### config.mk
export PLATFORM = sky130hd
export DESIGN_NAME = mem_arbiter_flat
export DESIGN_NICKNAME = d
export VERILOG_FILES = /design/src/rtl/mem_arbiter_if.sv /design/src/rtl/mem_arbiter.sv /design/src/flat_wrapper.sv
export SDC_FILE = /design/constraint.sdc
export NUM_CORES = 1
export LEC_CHECK = 0
export ABC_AREA = 1
export CAP_MARGIN = 25
export CORE_MARGIN = 2
export CORE_UTILIZATION = 38
export DETAILED_ROUTE_END_ITERATION = 10
export GPL_TIMING_DRIVEN = 0
export HOLD_SLACK_MARGIN = 0.03
export PLACE_DENSITY = 0.73
export SLEW_MARGIN = 20
export SYNTH_ARGS = -nofsm -noshare
export SYNTH_HDL_FRONTEND = slang
export SYNTH_SLANG_ARGS = --single-unit
### constraint.sdc
create_clock -name Clk -period 1.1 [get_ports Clk]
set_input_delay 0.11 -clock Clk [delete_from_list [all_inputs] [get_ports Clk]]
set_output_delay 0.11 -clock Clk [all_outputs]
set_load 0.02 [all_outputs]
### src/rtl/mem_arbiter_if.sv
// Request/acknowledge and memory-side signals of the fetch/data arbiter.
// The slave side belongs to the arbiter; the master side belongs to the requesters and the memory.
interface mem_arbiter_if #(
  parameter int AddrWidth = 8,
  parameter int DataWidth = 16
);
  logic                 A_Req;
  logic [AddrWidth-1:0] A_Addr;
  logic                 A_Ack;
  logic [DataWidth-1:0] A_RData;

  logic                 B_Req;
  logic                 B_We;
  logic [AddrWidth-1:0] B_Addr;
  logic [DataWidth-1:0] B_WData;
  logic                 B_Ack;
  logic [DataWidth-1:0] B_RData;

  logic [AddrWidth-1:0] Mem_Address;
  logic [DataWidth-1:0] Mem_DIn;
  logic                 Mem_Write_EN;
  logic                 Mem_En;
  logic [DataWidth-1:0] Mem_DOut;

  logic                 Busy;

  modport slave (
    input  A_Req, A_Addr, B_Req, B_We, B_Addr, B_WData, Mem_DOut,
    output A_Ack, A_RData, B_Ack, B_RData,
    output Mem_Address, Mem_DIn, Mem_Write_EN, Mem_En, Busy
  );

  modport master (
    output A_Req, A_Addr, B_Req, B_We, B_Addr, B_WData, Mem_DOut,
    input  A_Ack, A_RData, B_Ack, B_RData,
    input  Mem_Address, Mem_DIn, Mem_Write_EN, Mem_En, Busy
  );
endinterface

### src/rtl/mem_arbiter.sv
// Fetch (A) / data (B) arbiter in front of a negedge single-port BRAM; MEM_ARB_ROUND_ROBIN_EN makes ties round-robin (else B wins).
// Latency: request sampled to Ack in 2 posedges; at most one access every 3 cycles.
// Backpressure: a losing Req simply stays pending; requesters drop Req in their Ack cycle.
module mem_arbiter #(
  parameter int AddrWidth = 8,
  parameter int DataWidth = 16
) (
  input logic          Clk,
  input logic          Reset_N,
  mem_arbiter_if.slave bus
);
  typedef enum logic [1:0] {IDLE, ACCESS, DONE} state_t;

  state_t               state_q, state_d;
  logic                 mem_en_q, mem_en_d;
  logic                 mem_we_q, mem_we_d;
  logic [AddrWidth-1:0] addr_q, addr_d;
  logic [DataWidth-1:0] din_q, din_d;
  logic [DataWidth-1:0] a_rdata_q, a_rdata_d;
  logic [DataWidth-1:0] b_rdata_q, b_rdata_d;
  logic                 a_ack_q, a_ack_d;
  logic                 b_ack_q, b_ack_d;
  logic                 busy_q, busy_d;
  logic                 sel_b_q, sel_b_d;
  logic                 wr_q, wr_d;
  logic                 grant_b;
  logic                 b_write;

`ifdef MEM_ARB_ROUND_ROBIN_EN
  logic last_b_q, last_b_d;
  // On a tie the port that did not win last time gets the memory.
  assign grant_b = bus.B_Req & (~bus.A_Req | ~last_b_q);
`else
  assign grant_b = bus.B_Req;
`endif

  assign b_write = grant_b & bus.B_We;

  always_ff @(posedge Clk or negedge Reset_N) begin
    if (!Reset_N) begin
      state_q   <= IDLE;
      mem_en_q  <= 1'b1;
      mem_we_q  <= 1'b1;
      addr_q    <= '0;
      din_q     <= '0;
      a_rdata_q <= '0;
      b_rdata_q <= '0;
      a_ack_q   <= 1'b0;
      b_ack_q   <= 1'b0;
      busy_q    <= 1'b0;
      sel_b_q   <= 1'b0;
      wr_q      <= 1'b0;
`ifdef MEM_ARB_ROUND_ROBIN_EN
      last_b_q  <= 1'b1;
`endif
    end else begin
      state_q   <= state_d;
      mem_en_q  <= mem_en_d;
      mem_we_q  <= mem_we_d;
      addr_q    <= addr_d;
      din_q     <= din_d;
      a_rdata_q <= a_rdata_d;
      b_rdata_q <= b_rdata_d;
      a_ack_q   <= a_ack_d;
      b_ack_q   <= b_ack_d;
      busy_q    <= busy_d;
      sel_b_q   <= sel_b_d;
      wr_q      <= wr_d;
`ifdef MEM_ARB_ROUND_ROBIN_EN
      last_b_q  <= last_b_d;
`endif
    end
  end

  always_comb begin
    state_d   = state_q;
    mem_en_d  = mem_en_q;
    mem_we_d  = mem_we_q;
    addr_d    = addr_q;
    din_d     = din_q;
    a_rdata_d = a_rdata_q;
    b_rdata_d = b_rdata_q;
    a_ack_d   = 1'b0;
    b_ack_d   = 1'b0;
    sel_b_d   = sel_b_q;
    wr_d      = wr_q;
`ifdef MEM_ARB_ROUND_ROBIN_EN
    last_b_d  = last_b_q;
`endif
    case (state_q)
      IDLE: begin
        if (bus.A_Req | bus.B_Req) begin
          sel_b_d  = grant_b;
          wr_d     = b_write;
          addr_d   = grant_b ? bus.B_Addr : bus.A_Addr;
          if (b_write) din_d = bus.B_WData;
          mem_en_d = 1'b0;
          mem_we_d = ~b_write;
`ifdef MEM_ARB_ROUND_ROBIN_EN
          last_b_d = grant_b;
`endif
          state_d  = ACCESS;
        end
      end
      ACCESS: begin
        // The memory has registered DOut on the negedge inside this cycle.
        mem_en_d = 1'b1;
        mem_we_d = 1'b1;
        if (!wr_q) begin
          if (sel_b_q) b_rdata_d = bus.Mem_DOut;
          else         a_rdata_d = bus.Mem_DOut;
        end
        a_ack_d = ~sel_b_q;
        b_ack_d = sel_b_q;
        state_d = DONE;
      end
      DONE:    state_d = IDLE;
      default: state_d = IDLE;
    endcase
    busy_d = (state_d != IDLE);
  end

  assign bus.Mem_En       = mem_en_q;
  assign bus.Mem_Write_EN = mem_we_q;
  assign bus.Mem_Address  = addr_q;
  assign bus.Mem_DIn      = din_q;
  assign bus.A_Ack        = a_ack_q;
  assign bus.B_Ack        = b_ack_q;
  assign bus.A_RData      = a_rdata_q;
  assign bus.B_RData      = b_rdata_q;
  assign bus.Busy         = busy_q;
endmodule
### src/flat_wrapper.sv
// flat-port wrapper written by rule: the top's interface ports become plain ports
module mem_arbiter_flat 
#(
  parameter int AddrWidth = 8,
  parameter int DataWidth = 16
)
  (Clk, Reset_N, bus_A_Req, bus_A_Addr, bus_B_Req, bus_B_We, bus_B_Addr, bus_B_WData, bus_Mem_DOut, bus_A_Ack, bus_A_RData, bus_B_Ack, bus_B_RData, bus_Mem_Address, bus_Mem_DIn, bus_Mem_Write_EN, bus_Mem_En, bus_Busy);
  mem_arbiter_if #(.AddrWidth(AddrWidth), .DataWidth(DataWidth)) bus_i ();
  input logic Clk;
  input logic Reset_N;
  input wire logic [$bits(bus_i.A_Req)-1:0] bus_A_Req;
  input wire logic [$bits(bus_i.A_Addr)-1:0] bus_A_Addr;
  input wire logic [$bits(bus_i.B_Req)-1:0] bus_B_Req;
  input wire logic [$bits(bus_i.B_We)-1:0] bus_B_We;
  input wire logic [$bits(bus_i.B_Addr)-1:0] bus_B_Addr;
  input wire logic [$bits(bus_i.B_WData)-1:0] bus_B_WData;
  input wire logic [$bits(bus_i.Mem_DOut)-1:0] bus_Mem_DOut;
  output wire logic [$bits(bus_i.A_Ack)-1:0] bus_A_Ack;
  output wire logic [$bits(bus_i.A_RData)-1:0] bus_A_RData;
  output wire logic [$bits(bus_i.B_Ack)-1:0] bus_B_Ack;
  output wire logic [$bits(bus_i.B_RData)-1:0] bus_B_RData;
  output wire logic [$bits(bus_i.Mem_Address)-1:0] bus_Mem_Address;
  output wire logic [$bits(bus_i.Mem_DIn)-1:0] bus_Mem_DIn;
  output wire logic [$bits(bus_i.Mem_Write_EN)-1:0] bus_Mem_Write_EN;
  output wire logic [$bits(bus_i.Mem_En)-1:0] bus_Mem_En;
  output wire logic [$bits(bus_i.Busy)-1:0] bus_Busy;
  assign bus_i.A_Req = bus_A_Req;
  assign bus_i.A_Addr = bus_A_Addr;
  assign bus_i.B_Req = bus_B_Req;
  assign bus_i.B_We = bus_B_We;
  assign bus_i.B_Addr = bus_B_Addr;
  assign bus_i.B_WData = bus_B_WData;
  assign bus_i.Mem_DOut = bus_Mem_DOut;
  assign bus_A_Ack = bus_i.A_Ack;
  assign bus_A_RData = bus_i.A_RData;
  assign bus_B_Ack = bus_i.B_Ack;
  assign bus_B_RData = bus_i.B_RData;
  assign bus_Mem_Address = bus_i.Mem_Address;
  assign bus_Mem_DIn = bus_i.Mem_DIn;
  assign bus_Mem_Write_EN = bus_i.Mem_Write_EN;
  assign bus_Mem_En = bus_i.Mem_En;
  assign bus_Busy = bus_i.Busy;
  mem_arbiter #(.AddrWidth(AddrWidth), .DataWidth(DataWidth)) u_core (.Clk(Clk), .Reset_N(Reset_N), .bus(bus_i));
endmodule
==> flow_summary.ini <==
[setup_path]
max_stage_delay_ns = 0.44
worstPathRequired_ns = 1.32
path_class = flop to flop
critPathCapture = u_core.bus.Mem_DIn[12]$_DFFE_PN0P_
slowest_stage = dfrtp_2
crit_path_start = u_core.state_q[1]$_DFF_PN0_
r2r-start = u_core.state_q[1]$_DFF_PN0_
path_max_fanout = 5
worst-r2r-cell-count = 6
endpoint_kind = flop
path_cells = nor2_4 -> buf_12 -> nand2_8 -> buf_8 -> nand2_2 -> nand2_1
r2r_end = u_core.bus.Mem_DIn[12]$_DFFE_PN0P_
cp_top_family = flip-flops
r2r_setup_slack_ns = -0.07
cp.arrival_ns = 1.38
worstSetupStartpointType = flop
cp.depth = 6
critPathBufInv = 2

[detailed_routing]
drc = 0
post_drt_wl_per_cell_um = 12.99
vias = 2323
firstDrtPassIters = 4
finalWirelength_um = 6743
drt_iter0_drc = 117
antenna_left = 0
viasPerCell = 4.476

[layout]
finalNetCount = 473
fillers = 628
drive_gt1_share_pct = 41.84
seq_area_mm2 = 0.001630
syn_to_final_growth_pct = 54.76
multi_input_area_mm2 = 0.001074
fin_area_mm2 = 0.004250
antenna_cells = 0
fin_util_pct = 61.54

[floorplan]
dieArea_mm2 = 0.007924
ios = 114
num_rows = 30
core-area_mm2 = 0.006907
die_h_um = 89.02
initial_core_util_pct = 39.76
die_w_um = 89.02

[logic_synthesis]
avgSynthCellArea_um2 = 9.705
netlist_area_mm2 = 0.002746
synthCells = 283
yosysWarnings = 0
yosys.area_share.adder_pct = 0
synthSimpleGateAreaFrac_pct = 22.87
syn-num-nets = 336
ys_types = 17
ys_ff_latch = 65
synth_top_family_by_area = simple AND/OR/NAND/NOR gates
synth_compound_area_share_pct = 10.39
synth_seq_area_share_pct = 59.32
muxShareOfSynthArea_pct = 0
synthXorXnorAreaFrac_pct = 0

[placement]
port_buffers = 112
dp_hpwl_um = 4747
place_area_mm2 = 0.004013
routabilityCongestion = 0.8037

[clocking]
clockBufferDepth = 2
clk_pin_slew_ns = 0.06
cts_made_buffers = 9
cts.sinks = 65
worst_skew_pair.late_latency_ns = 0.33
root_buffer = clkbuf_8
htree_levels = 3
cts_tree = yes

[sta]
timing.final.crit_period_ns = 1.168
fin_worst_skew_ns = 0.007304
grt_setup_unrepaired = yes
maxSlewViolCount = 0
period_share_pct = 106.1
max_slew_margin_pct = 82.22
hold_viol_final = 0
fmax_mhz = 856.4
whs_ns = 0.1411
worst_slack_ns = -0.06763
worst_pin_slew_ns = 0.2663
setup_viol = 37

[power_and_ir_drop]
powerDensity_mw_per_mm2 = 3014
power_leakage_nw = 2.208
peakVddDrop_v = 0.001337

[job]
drv_cap = 0

[run_status]
violations = setup timing
status = finished with violations

[grt]
grt.total_usage_pct = 17.45
antenna_found_initial = 0
grt_pass1_vias = 2285
grt_max_degree = 48
grt.overflow.total = 0
grt_first_pass_wirelength_um = 10570

[worst_hold_path]
hold_path_class = input pin to flop
==> how the worst min path moves through the flow <==
stage / from / to / slack (ns) / depth (start not counted)
4_1_cts: bus_B_Req / u_core.bus.Mem_Address[1]$_DFFE_PN0P_ / 0.13 / 5
5_1_grt: bus_B_Req / u_core.bus.Mem_Address[5]$_DFFE_PN0P_ / 0.15 / 5
3_5_place_dp: Reset_N / u_core.bus.Mem_DIn[15]$_DFFE_PN0P_ / 0.009 / 1
6_report: bus_B_Req / u_core.bus.Mem_Address[5]$_DFFE_PN0P_ / 0.14 / 5
3_3_place_gp: u_core.bus.Mem_En$_DFFE_PN1P_ / u_core.bus.Mem_En$_DFFE_PN1P_ / 0.45 / 2
2_1_floorplan: Reset_N / u_core.bus.A_Ack$_DFF_PN0_ / -0.19 / 0
==> cell usage after synthesis (all sizes together) <==
| master | n | share of area (%) |
|---|---|---|
| nand2 | 128 | 18 |
| dfrtp | 63 | 57 |
| o21ai | 33 | 10 |
| inv | 22 | 3.1 |
| nand3 | 17 | 3.1 |
| buf | 11 | 4.1 |
| nor2 | 6 | 1.4 |
| dfstp | 2 | 1.9 |
| clkinv | 1 | 0.18 |
==> flip-flops by register name (all words and copies together), names as in the netlist <==
| name | flops |
|---|---|
| u_core.bus.A_Ack | 1 |
| u_core.bus.A_RData | 16 |
| u_core.bus.B_Ack | 1 |
| u_core.bus.B_RData | 16 |
| u_core.bus.Busy | 1 |
| u_core.bus.Mem_Address | 8 |
| u_core.bus.Mem_DIn | 16 |
| u_core.bus.Mem_En | 1 |
| u_core.bus.Mem_Write_EN | 1 |
| u_core.sel_b_q | 1 |
| u_core.state_q | 2 |
| u_core.wr_q | 1 |
==> what timing repair did <==
action	CTS	global route
hold endpoints to repair	63	0
endpoints found under the setup margin	111	104
pin swaps	3	5
resized for setup	219	81
hold buffers	1	0
setup buffers	6	3
gates cloned	2	1
==> power breakdown <==
| group | switching (mW) | leakage, nW | internal, mW | total [mW] |
|---|---|---|---|---|
| clock | 0.834 | 0.0871 | 0.907 | 1.74 |
| combinational | 3.89 | 1.32 | 2.77 | 6.66 |
| sequential | 0.797 | 0.801 | 3.61 | 4.41 |
| total | 5.52 | 2.21 | 7.29 | 12.8 |
==> metal layers <==
| metal | wire length (um) | vias to the layer above | GRT usage, % |
|---|---|---|---|
| li1 | - | 1158 | - |
| met1 | 2927 | 1089 | 22.34 |
| met2 | 3303 | 66 | 27.95 |
| met3 | 393 | 10 | 4.801 |
| met4 | 118 | 0 | 7.598 |
| met5 | 0 | - | 0 |
==> layout by cell type, fill, tap and decap left out, types with 3 or more instances in the layout <==
cell type        count
nand2_1             93
nand2_2             20
clkinv_2             3
nand3_1             17
clkdlybuf4s50_1     50
buf_2               52
clkdlybuf4s15_2      5
buf_6               10
buf_8                3
o21ai_2             32
buf_4                8
buf_12               3
clkbuf_8            11
dfrtp_1             62
nor2_1               3
inv_1               19
nand2_4             15
==> cell type report <==
type / instances / area share, %
Buffer: 11 / 3.415
Timing Repair Buffer: 125 / 24.05
Clock inverter: 3 / 0.4121
Sequential cell: 65 / 38.36
Inverter: 23 / 2.120
Tap cell: 96 / 2.826
Clock buffer: 11 / 3.562
Multi-Input combinational cell: 185 / 25.26
==> cells by family (layout without fill, tap and decap cells) <==
family                 count (synthesis)  in the layout
AOI/OAI and AO/OA                     33             33
buffers and inverters                 34            173
DFF                                   65             65
and+or+nand+nor                      151            152
==> metrics by stage <==
stage               setup WS [ns]  instances   TNS, ns  power [mW]
floorplan               -0.006665        283  -0.05332       7.918
global placement           -2.186        491   -144.03       10.84
detailed placement        -0.1869        492    -4.266       10.99
CTS                      -0.05630        515   -0.6924       12.94
global route              -0.1207        519    -4.978       13.66
finish                   -0.06763        519    -1.016       12.81
==> worst register-to-register path, stage by stage (launching register included) <==
cell and delay (ns):
dfrtp_2 0.44, nor2_4 0.16, buf_12 0.15, nand2_8 0.07
buf_8 0.15, nand2_2 0.05, nand2_1 0.04
(Power assumes the default switching activity.)
